$ cat src/rtl/riscv_fetch_ctrl.sv
// Fetch sequencer: runs the imem req/ack handshake, holds the fetched word
// until decode accepts it, and is the only source of PC load/select pulses.
module riscv_fetch_ctrl #(
    parameter int unsigned TIMEOUT_CYCLES = 16,
    parameter int unsigned CNT_W          = 8
) (
    input  logic        clk,
    input  logic        reset,
    input  logic        run,
    output logic        imem_req,
    input  logic        imem_ack,
    input  logic [31:0] imem_rdata,
    output logic [31:0] instr_32,
    output logic        instr_valid,
    input  logic        instr_ready,
    input  logic        branch_taken,
    output logic        pc_load,
    output logic        pc_src,
    output logic        fault,
    output logic [31:0] retired_32
);

    typedef enum logic [1:0] {IDLE, FETCH, ISSUE, ERROR} state_e;

    localparam logic [CNT_W-1:0] CNT_LAST = CNT_W'(TIMEOUT_CYCLES - 1);

    state_e             state_q, state_d;
    logic [CNT_W-1:0]   cnt_q, cnt_d;
    logic [31:0]        instr_q, instr_d;
    logic [31:0]        retired_q, retired_d;
    logic               fault_q, fault_d;

    // State and datapath registers; reset lands in IDLE so every handshake
    // output is forced low while reset is held.
    always_ff @(posedge clk or posedge reset) begin
        if (reset) begin
            state_q   <= IDLE;
            cnt_q     <= '0;
            instr_q   <= '0;
            retired_q <= '0;
            fault_q   <= 1'b0;
        end else begin
            state_q   <= state_d;
            cnt_q     <= cnt_d;
            instr_q   <= instr_d;
            retired_q <= retired_d;
            fault_q   <= fault_d;
        end
    end

    // Next-state and outputs; imem_ack only matters in FETCH, and the PC
    // pulse is a Mealy output so the PC moves on the same edge as the accept.
    always_comb begin
        state_d     = state_q;
        cnt_d       = cnt_q;
        instr_d     = instr_q;
        retired_d   = retired_q;
        fault_d     = fault_q;
        imem_req    = 1'b0;
        instr_valid = 1'b0;
        pc_load     = 1'b0;
        pc_src      = 1'b0;
        unique case (state_q)
            IDLE: begin
                if (run) state_d = FETCH;
            end
            FETCH: begin
                imem_req = 1'b1;
                cnt_d    = cnt_q + 1'b1;
                // An ack on the last allowed cycle still counts.
                if (imem_ack) begin
                    instr_d = imem_rdata;
                    cnt_d   = '0;
                    state_d = ISSUE;
                end else if (cnt_q == CNT_LAST) begin
                    fault_d = 1'b1;
                    state_d = ERROR;
                end
            end
            ISSUE: begin
                instr_valid = 1'b1;
                if (instr_ready) begin
                    pc_load   = 1'b1;
                    pc_src    = branch_taken;
                    retired_d = retired_q + 32'd1;
                    state_d   = run ? FETCH : IDLE;
                end
            end
            ERROR: begin
                // Terminal until reset.
                fault_d = 1'b1;
            end
            default: state_d = IDLE;
        endcase
    end

    assign instr_32   = instr_q;
    assign retired_32 = retired_q;
    assign fault      = fault_q;

endmodule

$ cat config.mk
export PLATFORM = sky130hd
export DESIGN_NAME = riscv_fetch_ctrl
export DESIGN_NICKNAME = d
export VERILOG_FILES = /design/src/rtl/riscv_fetch_ctrl.sv
export SDC_FILE = /design/constraint.sdc
export NUM_CORES = 1
export LEC_CHECK = 0
export ABC_CLOCK_PERIOD_IN_PS = 3800
export CAP_MARGIN = 20
export CELL_PAD_IN_SITES_DETAIL_PLACEMENT = 1
export CELL_PAD_IN_SITES_GLOBAL_PLACEMENT = 1
export CORE_ASPECT_RATIO = 2
export CORE_UTILIZATION = 39
export CTS_CLUSTER_SIZE = 25
export DETAILED_ROUTE_END_ITERATION = 16
export PLACE_DENSITY_LB_ADDON = 0.05
export SYNTH_ARGS = -nofsm -noshare
export SYNTH_HDL_FRONTEND = slang
export SYNTH_SLANG_ARGS = --single-unit
$ cat constraint.sdc
create_clock -name clk -period 3.8 [get_ports clk]
set_input_delay 0.76 -clock clk [delete_from_list [all_inputs] [get_ports clk]]
set_output_delay 0.76 -clock clk [all_outputs]
set_load 0.1 [all_outputs]
# Word-level counts from Yosys, hierarchy flattened
# Index checks and enable logic that the tools add are counted.
[word_totals] ff_bits=75 input_bits=38 output_inout_bits=69 word_cells=39
[op_classes] addsub=2 n_eq_ne=9 mux=16 n_reduce_logical=7
[ops] cell="adder 32 x 1 -> 32 bit (second input constant)" count=1
[ops] cell="2-to-1 mux 1 bit" count=9
[ops] cell="adder 8 x 1 -> 8 bit (second input constant)" count=1
[ops] cell="== test 8 x 4 -> 1 bit (second input constant)" count=1
[ops] cell="2-to-1 mux 2 bit" count=4
[ops] cell="2-to-1 mux 8 bit" count=1
[ops] cell="!= test 2 bit (second input constant)" count=4
[ops] cell="one-hot mux 2 bit (3 select lines)" count=1
[ops] cell="== test 2 bit (second input constant)" count=2
[ops] cell="AND reduction 2 bit" count=2
[ops] cell="AND reduction 4 bit" count=1
[ops] cell="!= test 3 bit (second input constant)" count=1
[ops] cell="AND reduction 3 bit" count=1
[ops] cell="nonzero test 3 bit" count=1
[ops] cell="== test 2 x 1 -> 1 bit (second input constant)" count=1
[ops] cell="zero test 2 bit" count=1
[ops] cell="one-hot mux 1 bit (2 select lines)" count=1
[ops] cell="nonzero test 2 bit" count=1

# Longest topological paths before layout
[depth] ltp_word=4 depth_mapped=7 mapped_depth_nobuf=6

# Worst setup path before layout
# Ideal clock, no wire load.
[synth_timing] path_kind="register to output" from="register state_q[0]" to="output port pc_src" arrival_ns=2.298 required_ns=3.040 path_slack_ns=0.742 path_stages_with_launch=4 n_path_buf=0 path_cell_list="dfrtp_1 -> inv_1 -> ha_1 -> and3_1"
[synth_via] elab_chain_cells=2
[synth_lines] item="start: declaration" line_no="27" source="state_e state_q, state_d;"
[synth_lines] item="start signal: assignment" line_no="43" source="state_q <= state_d;"
[synth_lines] item="== test 2 bit" line_no="63" source="unique case (state_q)"
[synth_lines] item="2-to-1 mux 1 bit" line_no="63"
[synth_lines] item="end: declaration" line_no="18" source="output logic pc_src,"
# Every way passes these cells.

# Worst setup path in the final report
[layout_timing] from="register retired_q[7], in the netlist retired_32[7]" to="output port retired_32[7]"
[layout_rtl] item="start: declaration" line_no="30" source="logic [31:0] retired_q, retired_d;"
[layout_rtl] item="start signal: assignment" line_no="46" source="retired_q <= retired_d;"
[layout_rtl] item="end: declaration" line_no="20" source="output logic [31:0] retired_32"
# No word-level cell between the ends.

==> flow_metrics.env <==
export IMPL_synthMuxAreaShare_pct=11.6
export IMPL_final_area_mm2=0.00478
export IMPL_cts_made_buffers=9
export IMPL_clk_pin_slew_ns=0.06
export IMPL_wl_um=8680
export IMPL_synthAdderAreaFrac_pct=2.29
export IMPL_die_h_um=132
export IMPL_setup_viol=0
export IMPL_ant_nets=0
export IMPL_fillCellCount=860
export IMPL_cp_startpoint="retired_32[7]"
export IMPL_area_growth_pct=45.9
export IMPL_hp_start="retired_32[31]"
export IMPL_tns_ns=0
export IMPL_power_per_cell_area_mw_per_mm2=378
export IMPL_ys_types=34
export IMPL_dp_hpwl_um=6300
export IMPL_avgViaCountPerCell=5.19
export IMPL_clockBufferDepth=2
export IMPL_grt_start_max_net_pins=63
export IMPL_hold_viol=0
export IMPL_arrival_ns=2.05
export IMPL_grt_pass1_vias=2616
export IMPL_first_iter_violations=119
export IMPL_dr_pass1_iters=6
export IMPL_placed_area_mm2=0.00445
export IMPL_crit_buf_inv=1
export IMPL_post_drt_wl_per_cell_um=18.5
export IMPL_end_kind="output port"
export IMPL_fmax_mhz=356
export IMPL_clk_latency_ns=0.34
export IMPL_p_leak_nw=2.15
export IMPL_clock_skew_ns=0.00804
export IMPL_worstPathRequired_ns=3.04
export IMPL_max_slew_margin_pct=31.0
export IMPL_post_cts_resized=0
export IMPL_ios=107
export IMPL_htreeDepth=3
export IMPL_finalMaxSlewViolations=0
export IMPL_die_w_um=66.8
export IMPL_fp_coreArea_mm2=0.00823
export IMPL_gp_congestion=0.696
export IMPL_synth_nets=298
export IMPL_ctsHoldBuffers=0
export IMPL_fin_nets=411
export IMPL_slowest_stage="clkdlybuf4s50_1"
export IMPL_drive_above_1_share_pct=17.5
export IMPL_synth_xor_area_share_pct=9.08
export IMPL_synthArstFlopShare_pct=100
export IMPL_cp_top_family="buffers and inverters"
export IMPL_drc_errors=0
export IMPL_die_area_mm2=0.00880
export IMPL_crit_chain="clkdlybuf4s50_1"
export IMPL_holdCritPathClass="flop to flop"
export IMPL_fin_crit_ns=2.81
export IMPL_synth_warnings=0
export IMPL_cts_sinks=75
export IMPL_timing_rr_start="state_q[0]"
export IMPL_synth_simple_area_share_pct=14.8
export IMPL_ys_seq_area_share_pct=57.2
export IMPL_diodes=0
export IMPL_vdd_drop_max_v=0.000363
export IMPL_cp_start_kind="flop"
export IMPL_netlist_instances=254
export IMPL_grt_pass1_wl_um=13800
export IMPL_synth_top_family_by_area="simple AND/OR/NAND/NOR gates"
export IMPL_crit_fanout=7
export IMPL_grt_overflow_total=0
export IMPL_drv_cap=0
export IMPL_finalPower_w=0.00181
export IMPL_ys_seq_elements=75
export IMPL_rows=47
export IMPL_synth_compound_area_share_pct=2.98
export IMPL_synth_edf_count=0
export IMPL_rsz0062_at_grt="false"
export IMPL_status="complete, no violations"
export IMPL_start_util_pct=39.8
export IMPL_cts_setup_buffers=0
export IMPL_cts_root_buf="clkbuf_16"
export IMPL_cts_tree="built"
export IMPL_timing_final_crit_share_pct=73.8
export IMPL_track_usage_pct=22.0
export IMPL_synthesis_area_mm2=0.00328
export IMPL_path_class="flop to output port"
export IMPL_io_buffer_count=106
export IMPL_antenna_found_initial=0
export IMPL_postSynthAreaPerCell_um2=12.9
export IMPL_worst_pin_slew_ns=1.03
export IMPL_synth_ff_type="dfrtp_1"
export IMPL_vias=2438
export IMPL_critical_path_max_stage_delay_ns=1.20
## Yosys cell counts, types with 2 or more instances
library cell | number | area [µm²]
mux2_2 | 33 | 372
and4_1 | 4 | 35.0
and3_1 | 7 | 43.8
o21ai_0 | 7 | 35.0
inv_1 | 8 | 30.0
clkbuf_1 | 2 | 7.51
nand2_1 | 17 | 63.8
nand3_1 | 10 | 50.1
xnor2_1 | 27 | 236
nor4_4 | 2 | 42.5
dfrtp_1 | 75 | 1880
a21oi_1 | 4 | 20.0
nor3_2 | 2 | 20.0
xor2_1 | 7 | 61.3
ha_1 | 6 | 75.1
nand4_1 | 17 | 106
buf_2 | 3 | 15.0
and2_1 | 4 | 25.0
nor2_1 | 4 | 15.0
## through the flow
stage / instances / utilization (%) / worst slack (ns) / hold slack [ns]
2_1_floorplan: 254 / - / 0.742 / 0.471
3_3_place_gp: 454 / 54.0 / 1.11 / 0.473
3_5_place_dp: 454 / 54.0 / 1.12 / 0.479
4_1_cts: 470 / 58.1 / 0.969 / 0.494
5_1_grt: 470 / 58.1 / 0.921 / 0.511
6_report: 470 / 58.1 / 0.995 / 0.491
## state kept, by name (all words and copies together) (netlist names)
name / cells
instr_32: 32
retired_32: 32
cnt_q: 8
state_q: 2
fault: 1
## metal layers
metal	share of wire, %	GRT usage [%]
met3	3.6	5.99
met2	61	40.6
met4	1.2	7.45
met5	0	0
met1	34	22.5
## cells by family (layout without fill, tap and decap cells)
logic type,count (synthesis),after routing
buffers and inverters,14,132
xor gates and xnor gates,34,34
DFF,75,75
and+or+nand+nor,75,75
muxes,34,34
AOI/OAI and AO/OA,16,16
adders and majority gates,6,6
## cell usage in the layout, fill, tap and decap left out, types with 2 or more instances in the layout
master and n:
xnor2_1 27, nand4_1 17, nand2_1 17, ha_1 6
clkinvlp_4 2, and3_1 7, clkbuf_8 2, nor2_1 4
clkdlybuf4s50_1 102, bufinv_16 2, inv_1 7, nand3_1 10
o21ai_0 7, and4_1 4, dfrtp_1 75, buf_4 5
clkbuf_16 9, nor4_4 2, a21oi_1 4, nor3_2 2
xor2_1 7, and2_1 4, mux2_2 33
## power by group
group	switching, W	internal, W	leakage (nW)
Sequential	0	0.000799	1.02
Clock	0.000335	0.000613	0.158
Combinational	0.0000236	0.0000356	0.970
Total	0.000359	0.00145	2.15
## path summary, 6_finish.rpt
check / end / slack [ns] / depth (start not counted)
setup / recovery: retired_32[7] / 0.99 / 1
hold / removal: retired_32[31] / 0.49 / 1
setup reg to reg: retired_32[29] / 1.69 / 6
hold reg to reg: retired_32[31] / 0.49 / 1
max in group asynchronous: retired_32[12] / 2.45 / 3
min in group asynchronous: instr_32[15] / 0.70 / 2
## layout make-up
cell class	count	area (µm²)	share of cell area [%]
Multi-Input combinational cell	165	1340	28.0
Clock inverter	5	83.8	1.75
Sequential cell	75	1880	39.2
Timing Repair Buffer	108	1080	22.5
Tap cell	98	123	2.56
Clock buffer	11	253	5.28
Inverter	8	30.0	0.628
Power figures use the tool's default switching activity.
